[config.mk]
export PLATFORM = sky130hd
export DESIGN_NAME = mips_int_ctrl_flat
export DESIGN_NICKNAME = d
export VERILOG_FILES = /design/src/rtl/mips_int_ctrl_pkg.sv /design/src/rtl/mips_int_ctrl_if.sv /design/src/rtl/mips_int_ctrl_sync_edge.sv /design/src/rtl/mips_int_ctrl.sv /design/src/flat_wrapper.sv
export SDC_FILE = /design/constraint.sdc
export NUM_CORES = 1
export LEC_CHECK = 0
export BUFFER_PORTS_ARGS = -buffer_cell sky130_fd_sc_hd__buf_2
export CORE_AREA = 2 2 86 88
export DETAILED_ROUTE_END_ITERATION = 8
export DIE_AREA = 0 0 88 90
export PLACE_DENSITY = 0.57
export SYNTH_ARGS = -nofsm -noshare
export SYNTH_HDL_FRONTEND = slang
export SYNTH_SLANG_ARGS = --single-unit
[constraint.sdc]
create_clock -name clk -period 2.1 [get_ports clk]
set_clock_uncertainty 0.15 [all_clocks]
set_input_delay 0.42 -clock clk [delete_from_list [all_inputs] [get_ports clk]]
set_output_delay 0.42 -clock clk [all_outputs]
set_load 0.01 [all_outputs]
[src/rtl/mips_int_ctrl_pkg.sv]
// Shared types and constants for the MIPS interrupt controller:
// FSM states, register map, MASK/CAUSE bit positions and the priority encoder.
package mips_int_pkg;

  typedef enum logic [1:0] {
    IDLE    = 2'd0,
    REQ     = 2'd1,
    SERVICE = 2'd2
  } state_t;

  localparam logic [1:0]  ADDR_MASK       = 2'd0;
  localparam logic [1:0]  ADDR_PENDING    = 2'd1;
  localparam logic [1:0]  ADDR_CAUSE      = 2'd2;
  localparam int unsigned GIE_BIT         = 8;
  localparam int unsigned CAUSE_VALID_BIT = 3;
  localparam int unsigned NEST_DEPTH      = 4;

  // Fixed priority: the highest set index wins.
  function automatic logic [2:0] top_id(input logic [7:0] v);
    top_id = '0;
    for (int unsigned i = 0; i < 8; i++) begin
      if (v[i]) top_id = 3'(i);
    end
  endfunction

endpackage

[src/rtl/mips_int_ctrl_if.sv]
// Core-side register bus and exception handshake of the interrupt controller.
interface mips_int_ctrl_if;
  logic        reg_we;
  logic [1:0]  reg_addr;
  logic [31:0] reg_wdata;
  logic [31:0] reg_rdata;
  logic        irq_req;
  logic [31:0] irq_vec;
  logic        irq_ack;
  logic        eret;

  modport master (output reg_we, reg_addr, reg_wdata, irq_ack, eret,
                  input  reg_rdata, irq_req, irq_vec);
  modport slave  (input  reg_we, reg_addr, reg_wdata, irq_ack, eret,
                  output reg_rdata, irq_req, irq_vec);
endinterface

[src/rtl/mips_int_ctrl_sync_edge.sv]
// Per-line synchronizer chain followed by a rising-edge pulse detector.
module int_sync_edge #(
  parameter int unsigned SYNC_STAGES = 2
) (
  input  logic clk,
  input  logic rst,
  input  logic din,
  output logic pulse
);
  logic [SYNC_STAGES-1:0] sync_q;
  logic                   prev_q;

  always_ff @(posedge clk or negedge rst) begin
    if (!rst) begin
      sync_q <= '0;
      prev_q <= 1'b0;
    end else begin
      sync_q <= {sync_q[SYNC_STAGES-2:0], din};
      prev_q <= sync_q[SYNC_STAGES-1];
    end
  end

  assign pulse = sync_q[SYNC_STAGES-1] & ~prev_q;
endmodule

[src/rtl/mips_int_ctrl.sv]
// MIPS interrupt controller top: pending/mask registers, priority grant, request FSM.
// Define NESTED_IRQ_EN to allow higher-priority preemption with a 4-deep in-service stack.
module mips_int_ctrl
  import mips_int_pkg::*;
#(
  parameter int unsigned N_IRQ       = 5,
  parameter int unsigned SYNC_STAGES = 2,
  parameter logic [31:0] VEC_BASE    = 32'h0000_0180,
  parameter logic [31:0] VEC_STRIDE  = 32'h0000_0020
) (
  input  logic             clk,
  input  logic             rst,
  input  logic [N_IRQ-1:0] int_in,
  mips_int_ctrl_if.slave   bus
);
  logic [N_IRQ-1:0] edge_pulse, pending_q, mask_q, eligible, ack_clr, w1c_clr;
  logic [7:0]       elig8;
  logic             gie_q, svc_valid_q, svc_valid_d, irq_req_q;
  logic [2:0]       top, gnt_q, gnt_d, svc_id_q, svc_id_d;
  logic [31:0]      irq_vec_q;
  state_t           state_q, state_d;
`ifdef NESTED_IRQ_EN
  logic             preempt_q, preempt_d, push, pop;
  logic [2:0]       depth_q;
  logic [2:0]       stk_q [NEST_DEPTH];
`endif

  for (genvar i = 0; i < N_IRQ; i++) begin : gen_sync
    int_sync_edge #(.SYNC_STAGES(SYNC_STAGES)) u_sync (
      .clk(clk), .rst(rst), .din(int_in[i]), .pulse(edge_pulse[i])
    );
  end

  assign eligible = pending_q & mask_q & {N_IRQ{gie_q}};
  assign elig8    = 8'(eligible);
  assign top      = top_id(elig8);
  assign w1c_clr  = (bus.reg_we && bus.reg_addr == ADDR_PENDING) ? bus.reg_wdata[N_IRQ-1:0] : '0;

  always_comb begin
    state_d     = state_q;
    gnt_d       = gnt_q;
    svc_id_d    = svc_id_q;
    svc_valid_d = svc_valid_q;
    ack_clr     = '0;
`ifdef NESTED_IRQ_EN
    preempt_d   = preempt_q;
    push        = 1'b0;
    pop         = 1'b0;
`endif
    case (state_q)
      IDLE: begin
        if (eligible != '0) begin
          state_d = REQ;
          gnt_d   = top;
        end
      end
      REQ: begin
        if (!elig8[gnt_q]) begin
`ifdef NESTED_IRQ_EN
          // A withdrawn preemption falls back to the interrupted handler.
          state_d   = preempt_q ? SERVICE : IDLE;
          preempt_d = 1'b0;
`else
          state_d = IDLE;
`endif
        end else if (bus.irq_ack) begin
          state_d     = SERVICE;
          ack_clr     = N_IRQ'(8'd1 << gnt_q);
          svc_id_d    = gnt_q;
          svc_valid_d = 1'b1;
`ifdef NESTED_IRQ_EN
          push        = preempt_q;
          preempt_d   = 1'b0;
`endif
        end else begin
          gnt_d = top;
        end
      end
      SERVICE: begin
        if (bus.eret) begin
`ifdef NESTED_IRQ_EN
          if (depth_q != '0) begin
            pop      = 1'b1;
            svc_id_d = stk_q[2'(depth_q - 3'd1)];
          end else begin
            state_d     = IDLE;
            svc_id_d    = '0;
            svc_valid_d = 1'b0;
          end
        end else if (eligible != '0 && top > svc_id_q && depth_q != 3'(NEST_DEPTH)) begin
          state_d   = REQ;
          gnt_d     = top;
          preempt_d = 1'b1;
`else
          state_d     = IDLE;
          svc_id_d    = '0;
          svc_valid_d = 1'b0;
`endif
        end
      end
      default: state_d = IDLE;
    endcase
  end

  always_ff @(posedge clk or negedge rst) begin
    if (!rst) begin
      state_q     <= IDLE;
      gnt_q       <= '0;
      svc_id_q    <= '0;
      svc_valid_q <= 1'b0;
      irq_req_q   <= 1'b0;
      irq_vec_q   <= VEC_BASE;
      pending_q   <= '0;
      mask_q      <= '0;
      gie_q       <= 1'b0;
    end else begin
      state_q     <= state_d;
      gnt_q       <= gnt_d;
      svc_id_q    <= svc_id_d;
      svc_valid_q <= svc_valid_d;
      irq_req_q   <= (state_d == REQ);
      irq_vec_q   <= VEC_BASE + 32'(gnt_d) * VEC_STRIDE;
      // New edges override any clear in the same cycle.
      pending_q   <= (pending_q & ~(ack_clr | w1c_clr)) | edge_pulse;
      if (bus.reg_we && bus.reg_addr == ADDR_MASK) begin
        mask_q <= bus.reg_wdata[N_IRQ-1:0];
        gie_q  <= bus.reg_wdata[GIE_BIT];
      end
    end
  end

`ifdef NESTED_IRQ_EN
  always_ff @(posedge clk or negedge rst) begin
    if (!rst) begin
      preempt_q <= 1'b0;
      depth_q   <= '0;
      for (int unsigned i = 0; i < NEST_DEPTH; i++) stk_q[i] <= '0;
    end else begin
      preempt_q <= preempt_d;
      if (push) begin
        stk_q[depth_q[1:0]] <= svc_id_q;
        depth_q             <= depth_q + 3'd1;
      end else if (pop) begin
        depth_q <= depth_q - 3'd1;
      end
    end
  end
`endif

  always_comb begin
    bus.reg_rdata = '0;
    case (bus.reg_addr)
      ADDR_MASK: begin
        bus.reg_rdata[N_IRQ-1:0] = mask_q;
        bus.reg_rdata[GIE_BIT]   = gie_q;
      end
      ADDR_PENDING: bus.reg_rdata[N_IRQ-1:0] = pending_q;
      ADDR_CAUSE: begin
        bus.reg_rdata[2:0]             = svc_id_q;
        bus.reg_rdata[CAUSE_VALID_BIT] = svc_valid_q;
      end
      default: ;
    endcase
  end

  assign bus.irq_req = irq_req_q;
  assign bus.irq_vec = irq_vec_q;
endmodule
[src/flat_wrapper.sv]
// flat-port wrapper written by rule: the top's interface ports become plain ports
module mips_int_ctrl_flat import mips_int_pkg::*;
#(
  parameter int unsigned N_IRQ       = 5,
  parameter int unsigned SYNC_STAGES = 2,
  parameter logic [31:0] VEC_BASE    = 32'h0000_0180,
  parameter logic [31:0] VEC_STRIDE  = 32'h0000_0020
)
  (clk, rst, int_in, bus_reg_we, bus_reg_addr, bus_reg_wdata, bus_irq_ack, bus_eret, bus_reg_rdata, bus_irq_req, bus_irq_vec);
  mips_int_ctrl_if bus_i ();
  input  logic clk;
  input  logic rst;
  input  logic [N_IRQ-1:0] int_in;
  input wire logic [$bits(bus_i.reg_we)-1:0] bus_reg_we;
  input wire logic [$bits(bus_i.reg_addr)-1:0] bus_reg_addr;
  input wire logic [$bits(bus_i.reg_wdata)-1:0] bus_reg_wdata;
  input wire logic [$bits(bus_i.irq_ack)-1:0] bus_irq_ack;
  input wire logic [$bits(bus_i.eret)-1:0] bus_eret;
  output wire logic [$bits(bus_i.reg_rdata)-1:0] bus_reg_rdata;
  output wire logic [$bits(bus_i.irq_req)-1:0] bus_irq_req;
  output wire logic [$bits(bus_i.irq_vec)-1:0] bus_irq_vec;
  assign bus_i.reg_we = bus_reg_we;
  assign bus_i.reg_addr = bus_reg_addr;
  assign bus_i.reg_wdata = bus_reg_wdata;
  assign bus_i.irq_ack = bus_irq_ack;
  assign bus_i.eret = bus_eret;
  assign bus_reg_rdata = bus_i.reg_rdata;
  assign bus_irq_req = bus_i.irq_req;
  assign bus_irq_vec = bus_i.irq_vec;
  mips_int_ctrl #(.N_IRQ(N_IRQ), .SYNC_STAGES(SYNC_STAGES), .VEC_BASE(VEC_BASE), .VEC_STRIDE(VEC_STRIDE)) u_core (.clk(clk), .rst(rst), .int_in(int_in), .bus(bus_i));
endmodule
==> out/qor.yml, run 1 <==
vias_per_cell: 3.991
numCtsBuffers: 5
end_kind: "flop"
status: "finished, final reports clean"
synth_area_um2: 2018
dp_hpwl_mm: 2.870
ctsRootBufferMaster: "clkbuf_8"
grt_start_max_net_pins: 38
cts_setup_buffers: 0
drc: 0
start_kind: "flop"
antenna_left: 0
finalCritPeriodShare_pct: 94.39
die_area_um2: 7920
r2r_slack_ns: 0.12
grt_setup_unrepaired: "no"
ios: 109
slew_viol_final: 0
coreArea_um2: 7020
ys_seq_area_share_pct: 45.94
wl_per_cell_um: 11.50
finalSetupViolCount: 0
fin_tns_setup_ns: 0
cap_violations: 0
cts_tree: "done"
antenna_cells: 0
synthToLayoutAreaGrowth_pct: 8.121
hp-class: "primary input to async pin"
holdWs_ns: 0.008426
cts_sinks: 37
max-vdd-ir-drop_mv: 0.4804
required_ns: 2.12
path_class: "flop to flop"
portBuffers: 29
yosysWarnings: 0
clk_pin_slew_ns: 0.08
clock.fmax_ghz: 0.5045
grt_usage_pct: 10.14
die_y_um: 90
start_util_pct: 28.75
async_reset_ff_share_pct: 100.0
syn_inst: 194
avgSynthCellArea_um2: 10.40
worstPathArrival_ns: 2.01
gp_congestion: 0.7717
synth-main-ff-cell: "dfrtp_1"
ctsHoldBuffers: 0
p_leak_nw: 1.084
first_global_vias: 1226
p_per_area_nw_per_um2: 1001
crit_path_max_fanout: 13
core.rowCount: 31
synth.ff_latch_count: 37
vias: 1317
drt-total-wl_mm: 3.796
grt_pass1_wl_mm: 6.134
drtIter0Drc: 61
synth-edff-count: 0
antenna_found_initial: 0
nets: 274
clk_latency_ns: 0.29
dr.pass1.iters: 4
fin_crit_ns: 1.982
gr-total-overflow: 0
hold_viol: 0
yosysUniqueCellTypes: 43
cts-htree-levels: 2
cts_resized: 0
die_x_um: 88
layout-drive-gt1-share_pct: 25.54
clockBufferDepth: 2
layer usage:
metal | wire [um] | vias up | GRT usage (%)
li1 | - | 626 | -
met1 | 1862 | 626 | 14.76
met2 | 1603 | 60 | 13.76
met3 | 267 | 5 | 3.398
met4 | 61 | 0 | 3.846
met5 | 0 | - | 0
layout by cell type (no fill, tap or decap), drive strengths merged, types with 2 or more instances in the layout:
master | synthesis | final
nand3 | 7 | 7
clkinv | 0 | 2
a32o | 5 | 5
o21ai | 9 | 9
clkbuf | 3 | 6
and3 | 3 | 3
nor3b | 2 | 2
dfrtp | 36 | 36
buf | 56 | 36
conb | 1 | 53
nor2 | 6 | 6
a311o | 2 | 2
inv | 7 | 7
mux2i | 5 | 5
mux2 | 7 | 7
nor2b | 2 | 2
and2 | 2 | 2
a32oi | 2 | 2
nand2 | 20 | 20
Yosys cell counts (3+ instances only):
master	number	share of area, %
a32o_1	5	2.5
buf_4	55	20
clkbuf_1	3	0.56
dfrtp_1	36	45
inv_1	7	1.3
mux2_2	5	2.8
mux2i_1	5	2.5
nand2_1	20	3.7
nand3_1	7	1.7
nor2_1	6	1.1
o21ai_0	9	2.2
stage by stage:
stage | util [%] | worst slack, ns | power (W) | instances | cell area (um2)
2_1_floorplan | - | 0.2051 | 0.001555 | 246 | 2213
3_3_place_gp | 29.91 | 0.1367 | 0.001707 | 322 | 2100
3_5_place_dp | 29.91 | 0.1332 | 0.001720 | 322 | 2100
4_1_cts | 31.08 | 0.1134 | 0.002208 | 330 | 2182
5_1_grt | 31.08 | 0.01163 | 0.002335 | 330 | 2182
6_report | 31.08 | 0.1179 | 0.002185 | 330 | 2182
cell type report:
| class | count | area [um2] |
|---|---|---|
| clock inverter | 2 | 10.01 |
| sequential | 37 | 927.1 |
| timing repair buffer | 36 | 197.7 |
| multi-input combinational | 143 | 824.5 |
| tap | 99 | 123.9 |
| fill | 753 | 4838 |
| clock buffer | 6 | 72.57 |
| inverter | 7 | 26.28 |
worst max-delay path: stages, from the launching register on:
cell and delay, ns:
dfrtp_1 0.48, a41oi_1 0.19, o31ai_1 0.10, and3_4 0.24, a311o_4 0.41, mux2_4 0.30
power breakdown:
part / switching (W) / leakage (nW) / internal, W
logic: 0.000373 / 0.603 / 0.000319
clock network: 0.000248 / 0.0450 / 0.000230
registers: 0.000161 / 0.436 / 0.000853
flip-flops by register name (all words and copies together), names as in the netlist, named ones only:
register,count
u_core.state_q,2
u_core.mask_q,5
u_core.gie_q,1
u_core.svc_id_q,3
u_core.bus.irq_req,1
u_core.gen_sync.u_sync.sync_q,10
u_core.gen_sync.u_sync.prev_q,5
u_core.bus.irq_vec,2
u_core.pending_q,5
u_core.svc_valid_q,1
cell families (layout without fill, tap and decap cells):
family / after synthesis / count (layout) / synth area share (%)
compound gates: 30 / 30 / 12.09
flops: 37 / 37 / 45.94
simple gates: 48 / 48 / 12.15
buf+inv: 66 / 51 / 22.88
mux: 12 / 12 / 6.758
other cells: 1 / 53 / 0.1858
final timing paths:
kind,to,cells past startpoint
min in group clk,u_core.gen_sync[3].u_sync.sync_q[0],1
max in group asynchronous,u_core.bus.irq_vec[8],2
worst max register to register,flop,5
worst max-delay path,flop,5
worst min-delay path,u_core.state_q[1],2
worst min register to register,u_core.gen_sync[2].u_sync.sync_q[1],0
Note: power is estimated with default switching activity, not from simulation.
==> inputs of run 2 (changes only) <==
--- a/config.mk
+++ b/config.mk
@@ -6,10 +6,10 @@
 export NUM_CORES = 1
 export LEC_CHECK = 0
 export BUFFER_PORTS_ARGS = -buffer_cell sky130_fd_sc_hd__buf_2
-export CORE_AREA = 2 2 86 88
+export CORE_AREA = 2 2 70 72
 export DETAILED_ROUTE_END_ITERATION = 8
-export DIE_AREA = 0 0 88 90
-export PLACE_DENSITY = 0.57
+export DIE_AREA = 0 0 72 74
+export PLACE_DENSITY = 0.8
 export SYNTH_ARGS = -nofsm -noshare
 export SYNTH_HDL_FRONTEND = slang
 export SYNTH_SLANG_ARGS = --single-unit
==> run 2 against run 1 <==
Sequential power about the same. Routed wire length decreased by 4.3%. Clock-buffer cell count decreased by 1. The run now ends with negative hold slack left. Non-clock buffer count decreased by 3. Final cell count decreased by 15%. Design area decreased by 1.3%. First-iteration DRC count decreased by 39%. Sequential share of layout area increased by 0.54 points. Worst hold slack got worse by 0.0091 ns. Sequential cell count unchanged.
==> out/qor.yml, run 2 (same netlist as run 1, synthesis figures left out) <==
wl_per_cell_um: 12.89  # +12%
vias: 1363  # +3.5%
cts-htree-levels: 2  # unchanged
hold_viol: 1  # +1
coreArea_um2: 4598  # -35%
largest_reg_flops: 10  # unchanged
fin_tns_setup_ns: 0  # unchanged
tightest_slew_ns: 0.5224
grt_setup_unrepaired: "no"
dr.pass1.iters: 4  # unchanged
finalSetupViolCount: 0  # unchanged
start_util_pct: 43.89  # +15 points
ctsHoldBuffers: 0  # unchanged
core.rowCount: 25  # -19%
worstPathArrival_ns: 2.05  # +0.04 ns
drt-total-wl_mm: 3.634  # -4.3%
gp_congestion: 0.8813  # +14%
cts_setup_buffers: 0  # unchanged
final_common_cell: "conb_1"
slew_viol_final: 0  # unchanged
final_cell_mix: "53 x conb_1, 36 x dfrtp_1, 29 x buf_2"
finalPower_w: 0.002415  # +11%
status: "complete, but fails checks"
die_x_um: 72  # -18%
relSlewSlack_pct: 65.02
vias_per_cell: 4.833  # +21%
cap_violations: 0  # unchanged
drtIter0Drc: 37  # -39%
clk_latency_ns: 0.30  # about the same
portBuffers: 29  # unchanged
antenna_left: 0  # unchanged
grt_start_max_net_pins: 38  # unchanged
antenna_found_initial: 0  # unchanged
clk_pin_slew_ns: 0.07  # about the same
hp-class: "primary input to async pin"
clock.fmax_ghz: 0.4951  # -1.9%
max-vdd-ir-drop_mv: 0.5776  # +20%
cts_tree: "done"
antenna_cells: 0  # unchanged
first_global_vias: 1164  # -5.1%
grt_pass1_wl_mm: 5.540  # -9.7%
crit_path_max_fanout: 13  # unchanged
dp_hpwl_mm: 2.663  # -7.2%
ios: 109  # unchanged
top_register: "u_core.gen_sync.u_sync.sync_q"
path_cells: "a41oi_1, o31ai_1, and3_4, a311o_4, mux2_4"
crit_buf_inv: 0  # unchanged
start_kind: "flop"
required_ns: 2.13  # about the same
clockBufferDepth: 2  # unchanged
violations: "negative hold slack"
grt_usage_pct: 13.84  # +3.7 points
nets: 271  # -1.1%
drc: 0  # unchanged
cts_sinks: 37  # unchanged
layout-drive-gt1-share_pct: 25.00  # -0.54 points
p_per_area_nw_per_um2: 1121  # +12%
numCtsBuffers: 5  # unchanged
die_area_um2: 5328  # -33%
end_kind: "flop"
ctsRootBufferMaster: "clkbuf_8"
p_leak_nw: 1.092  # +0.74%
cpLargestDelayFamily: "compound AO/OA/AOI/OAI gates"
path_class: "flop to flop"
synthToLayoutAreaGrowth_pct: 6.758
cp_slowest_stage_delay_ns: 0.49  # about the same
critPathSlowestCell: "dfrtp_1"
gr-total-overflow: 0  # unchanged
fin_crit_ns: 2.020  # +0.03779 ns
cts_resized: 0  # unchanged
die_y_um: 74  # -18%
finalCritPeriodShare_pct: 96.19  # +1.8 points
holdWs_ns: -0.0006991  # -0.009125 ns
run 2: changes by cell type in the layout (fill, tap and decap cells not counted):
cell	change
buf_4	-3
bufinv_16	+2
clkinv_2	-1
clkbuf_1	-1
run 2: final cells by class:
| class | instances | area, um2 |
|---|---|---|
| clock buffer | 5 | 68.82 |
| clock inverter | 3 | 65.06 |
| fill | 439 | 2444 |
| inverter | 7 | 26.28 |
| multi-input combinational | 143 | 824.5 |
| sequential | 37 | 927.1 |
| tap | 54 | 67.56 |
| timing repair buffer | 33 | 175.2 |
run 2: routing by layer:
metal	global-route usage [%]	vias to the layer above	part of all wire [%]	wire length (um)
met5	0	-	0	0
met4	6.289	0	1.7	63
met3	4.472	7	9.3	338
met2	21.60	78	46	1683
met1	17.74	654	43	1548
li1	-	624	-	-
run 2: report_power, final:
part / internal [W] / leakage (nW) / switching (W)
Sequential: 0.000853 / 0.436 / 0.000160
Clock: 0.000472 / 0.0681 / 0.000259
Combinational: 0.000310 / 0.588 / 0.000362
run 2: worst paths after layout:
path	startpoint	endpoint	slack, ns	cells after the start
max	flop	flop	0.08	5
min	rst	u_core.gen_sync[4].u_sync.sync_q[0]	-0.0007	2
max reg2reg	flop	flop	0.08	5
min reg2reg	u_core.gen_sync[3].u_sync.sync_q[0]	u_core.gen_sync[3].u_sync.sync_q[1]	0.20	0
max in group asynchronous	rst	u_core.bus.irq_vec[8]	1.45	2
min in group clk	int_in[1]	u_core.gen_sync[1].u_sync.sync_q[0]	0.07	1
run 2: per-stage QoR:
stage / hold WS [ns] / utilization [%] / area [um2] / worst slack, ns / instances
6_report: -0.0006991 / 46.86 / 2155 / 0.08009 / 282
5_1_grt: 0.04410 / 46.86 / 2155 / 0.03274 / 282
4_1_cts: 0.01387 / 46.86 / 2155 / 0.08901 / 282
3_5_place_dp: 0.1878 / 43.95 / 2021 / 0.1005 / 274
3_3_place_gp: 0.1848 / 43.95 / 2021 / 0.1369 / 274
2_1_floorplan: -0.02559 / - / 2213 / 0.2051 / 246
==> inputs of run 3 (changes only) <==
==> constraint.sdc (replaced) <==
create_clock -name clk -period 2.1 [get_ports clk]
set_clock_uncertainty 0.15 [all_clocks]
set_input_delay 0.525 -clock clk [delete_from_list [all_inputs] [get_ports clk]]
set_output_delay 0.525 -clock clk [all_outputs]
set_load 0.01 [all_outputs]
==> run 3 against run 2 <==
Critical path depth is the same. Routed wire length fell by 2.9%. Sequential power barely moved. Die area did not move. Highest routed layer unchanged. Final cell count is 1.1% higher. Setup slack better by 0.022 ns. Fmax is 1.1% higher. Design area grew 1.1%. Sequential cell count stayed put. Clock power down 14%. Largest cell class unchanged. Combinational power is 0.6% lower. The flow now finishes without violations. Total power down 3.9%.
==> out/qor.yml, run 3 (same netlist as run 1, synthesis figures left out) <==
clk_pin_slew_ns: 0.07  # about the same
grt_start_max_net_pins: 38  # unchanged
vias: 1390  # +2.0%
cts-htree-levels: 2  # unchanged
cts_setup_buffers: 0  # unchanged
max-vdd-ir-drop_mv: 0.4980  # -14%
synthToLayoutAreaGrowth_pct: 7.936
fin_cells: 285  # +1.1%
fin_crit_ns: 1.998  # -0.02175 ns
p_leak_nw: 1.102  # +0.91%
layout-drive-gt1-share_pct: 26.41  # +1.4 points
path_class: "flop to flop"
hp-class: "primary input to async pin"
final_cell_mix: "53 x conb_1, 36 x dfrtp_1, 29 x buf_2"
cp_slowest_stage_delay_ns: 0.49  # about the same
multiInputGateArea_um2: 827.0  # +0.30%
vias_per_cell: 4.877  # +0.91%
start_util_pct: 43.89  # unchanged
ios: 109  # unchanged
antenna_cells: 0  # unchanged
grt_pass1_wl_mm: 5.678  # +2.5%
placed_cells: 277  # +1.1%
antenna_found_initial: 0  # unchanged
clock.fmax_ghz: 0.5005  # +1.1%
cts_tree: "done"
clk_latency_ns: 0.29  # about the same
final-seq-area_um2: 927.1  # unchanged
gp_congestion: 0.8533  # -3.2%
worstPathArrival_ns: 2.02  # -0.03 ns
fin_util_pct: 47.37  # +0.52 points
gr-total-overflow: 0  # unchanged
cap_violations: 0  # unchanged
cts_sinks: 37  # unchanged
p_per_area_nw_per_um2: 1065  # -5.0%
nets: 274  # +1.1%
die_area_um2: 5328  # unchanged
fin_tns_setup_ns: 0  # unchanged
finalCritPeriodShare_pct: 95.15  # -1.0 points
finalSetupViolCount: 0  # unchanged
final_common_cell: "conb_1"
portBuffers: 29  # unchanged
die_y_um: 74  # unchanged
fillers: 444  # +1.1%
numCtsBuffers: 5  # unchanged
grt_usage_pct: 14.17  # +0.32 points
slew_viol_final: 0  # unchanged
required_ns: 2.12  # about the same
antenna_left: 0  # unchanged
status: "finished, final reports clean"
ctsRootBufferMaster: "clkbuf_8"
dp_hpwl_mm: 2.677  # +0.54%
die_x_um: 72  # unchanged
start_kind: "flop"
placed_area_um2: 2056  # +1.7%
path_cells: "a41oi_1, o31ai_1, and3_4, a311o_4, mux2_4"
hold_viol: 0  # -1
core.rowCount: 25  # unchanged
largest_reg_flops: 10  # unchanged
drt-total-wl_mm: 3.530  # -2.9%
top_register: "u_core.gen_sync.u_sync.sync_q"
wl_per_cell_um: 12.39  # -3.9%
grt_setup_unrepaired: "no"
ctsHoldBuffers: 0  # unchanged
dr.pass1.iters: 4  # unchanged
critPathSlowestCell: "dfrtp_1"
drc: 0  # unchanged
end_kind: "flop"
coreArea_um2: 4598  # unchanged
drtIter0Drc: 43  # +16%
crit_path_max_fanout: 13  # unchanged
clockBufferDepth: 2  # unchanged
first_global_vias: 1211  # +4.0%
finalInstanceArea_um2: 2178  # +1.1%
run 3: path summary, 6_finish.rpt:
path                                                      from                                  end  slack [ns]  cells after the start
max in group asynchronous                                  rst                u_core.bus.irq_vec[8]        1.52                      2
setup / recovery                                          flop                                 flop        0.10                      5
min in group clk                                     int_in[0]  u_core.gen_sync[0].u_sync.sync_q[0]        0.19                      1
hold / removal                                             rst  u_core.gen_sync[4].u_sync.sync_q[0]        0.03                      2
hold reg to reg            u_core.gen_sync[0].u_sync.sync_q[0]  u_core.gen_sync[0].u_sync.sync_q[1]        0.20                      0
setup reg to reg                                          flop                                 flop        0.10                      5
run 3: cell type report:
type,instances,share of cell area [%]
Sequential cell,37,42.56
Clock inverter,2,1.723
Multi-Input combinational cell,143,37.97
Tap cell,54,3.102
Clock buffer,6,3.791
Inverter,7,1.206
Timing Repair Buffer,36,9.650
run 3: layer usage:
layer / GRT usage, % / up-vias / part of all wire, %
met5: 0 / - / 0
met4: 5.660 / 0 / 1.1
met3: 4.743 / 5 / 11
met2: 20.88 / 89 / 46
met1: 19.42 / 669 / 42
li1: - / 627 / -
run 3: critical path, delay by kind of cell (launching register included):
family             cells  cell delay (ns)
AOI/OAI and AO/OA      3             0.70
DFF                    1             0.49
muxes                  1             0.30
and+or+nand+nor        1             0.24
run 3: power breakdown:
part | leakage (nW) | switching, W | internal, W
Clock | 0.0574 | 0.000243 | 0.000386
Combinational | 0.609 | 0.000350 | 0.000318
Sequential | 0.436 | 0.000170 | 0.000853
Total | 1.10 | 0.000763 | 0.00156
run 3: repair_timing:
item                       4_1_cts  5_1_grt
setup endpoints to repair        0        4
resized for setup                0        1
hold endpoints to repair         0        0
run 3: through the flow:
stage / total power [W] / hold slack (ns) / setup WS (ns)
2_1_floorplan: 0.001555 / 0.07941 / 0.1968
3_3_place_gp: 0.001680 / 0.1832 / 0.08014
3_5_place_dp: 0.001699 / 0.1847 / 0.04461
4_1_cts: 0.002332 / 0.03162 / 0.02825
5_1_grt: 0.002472 / 0.03354 / 0.01422
6_report: 0.002320 / 0.03367 / 0.1018
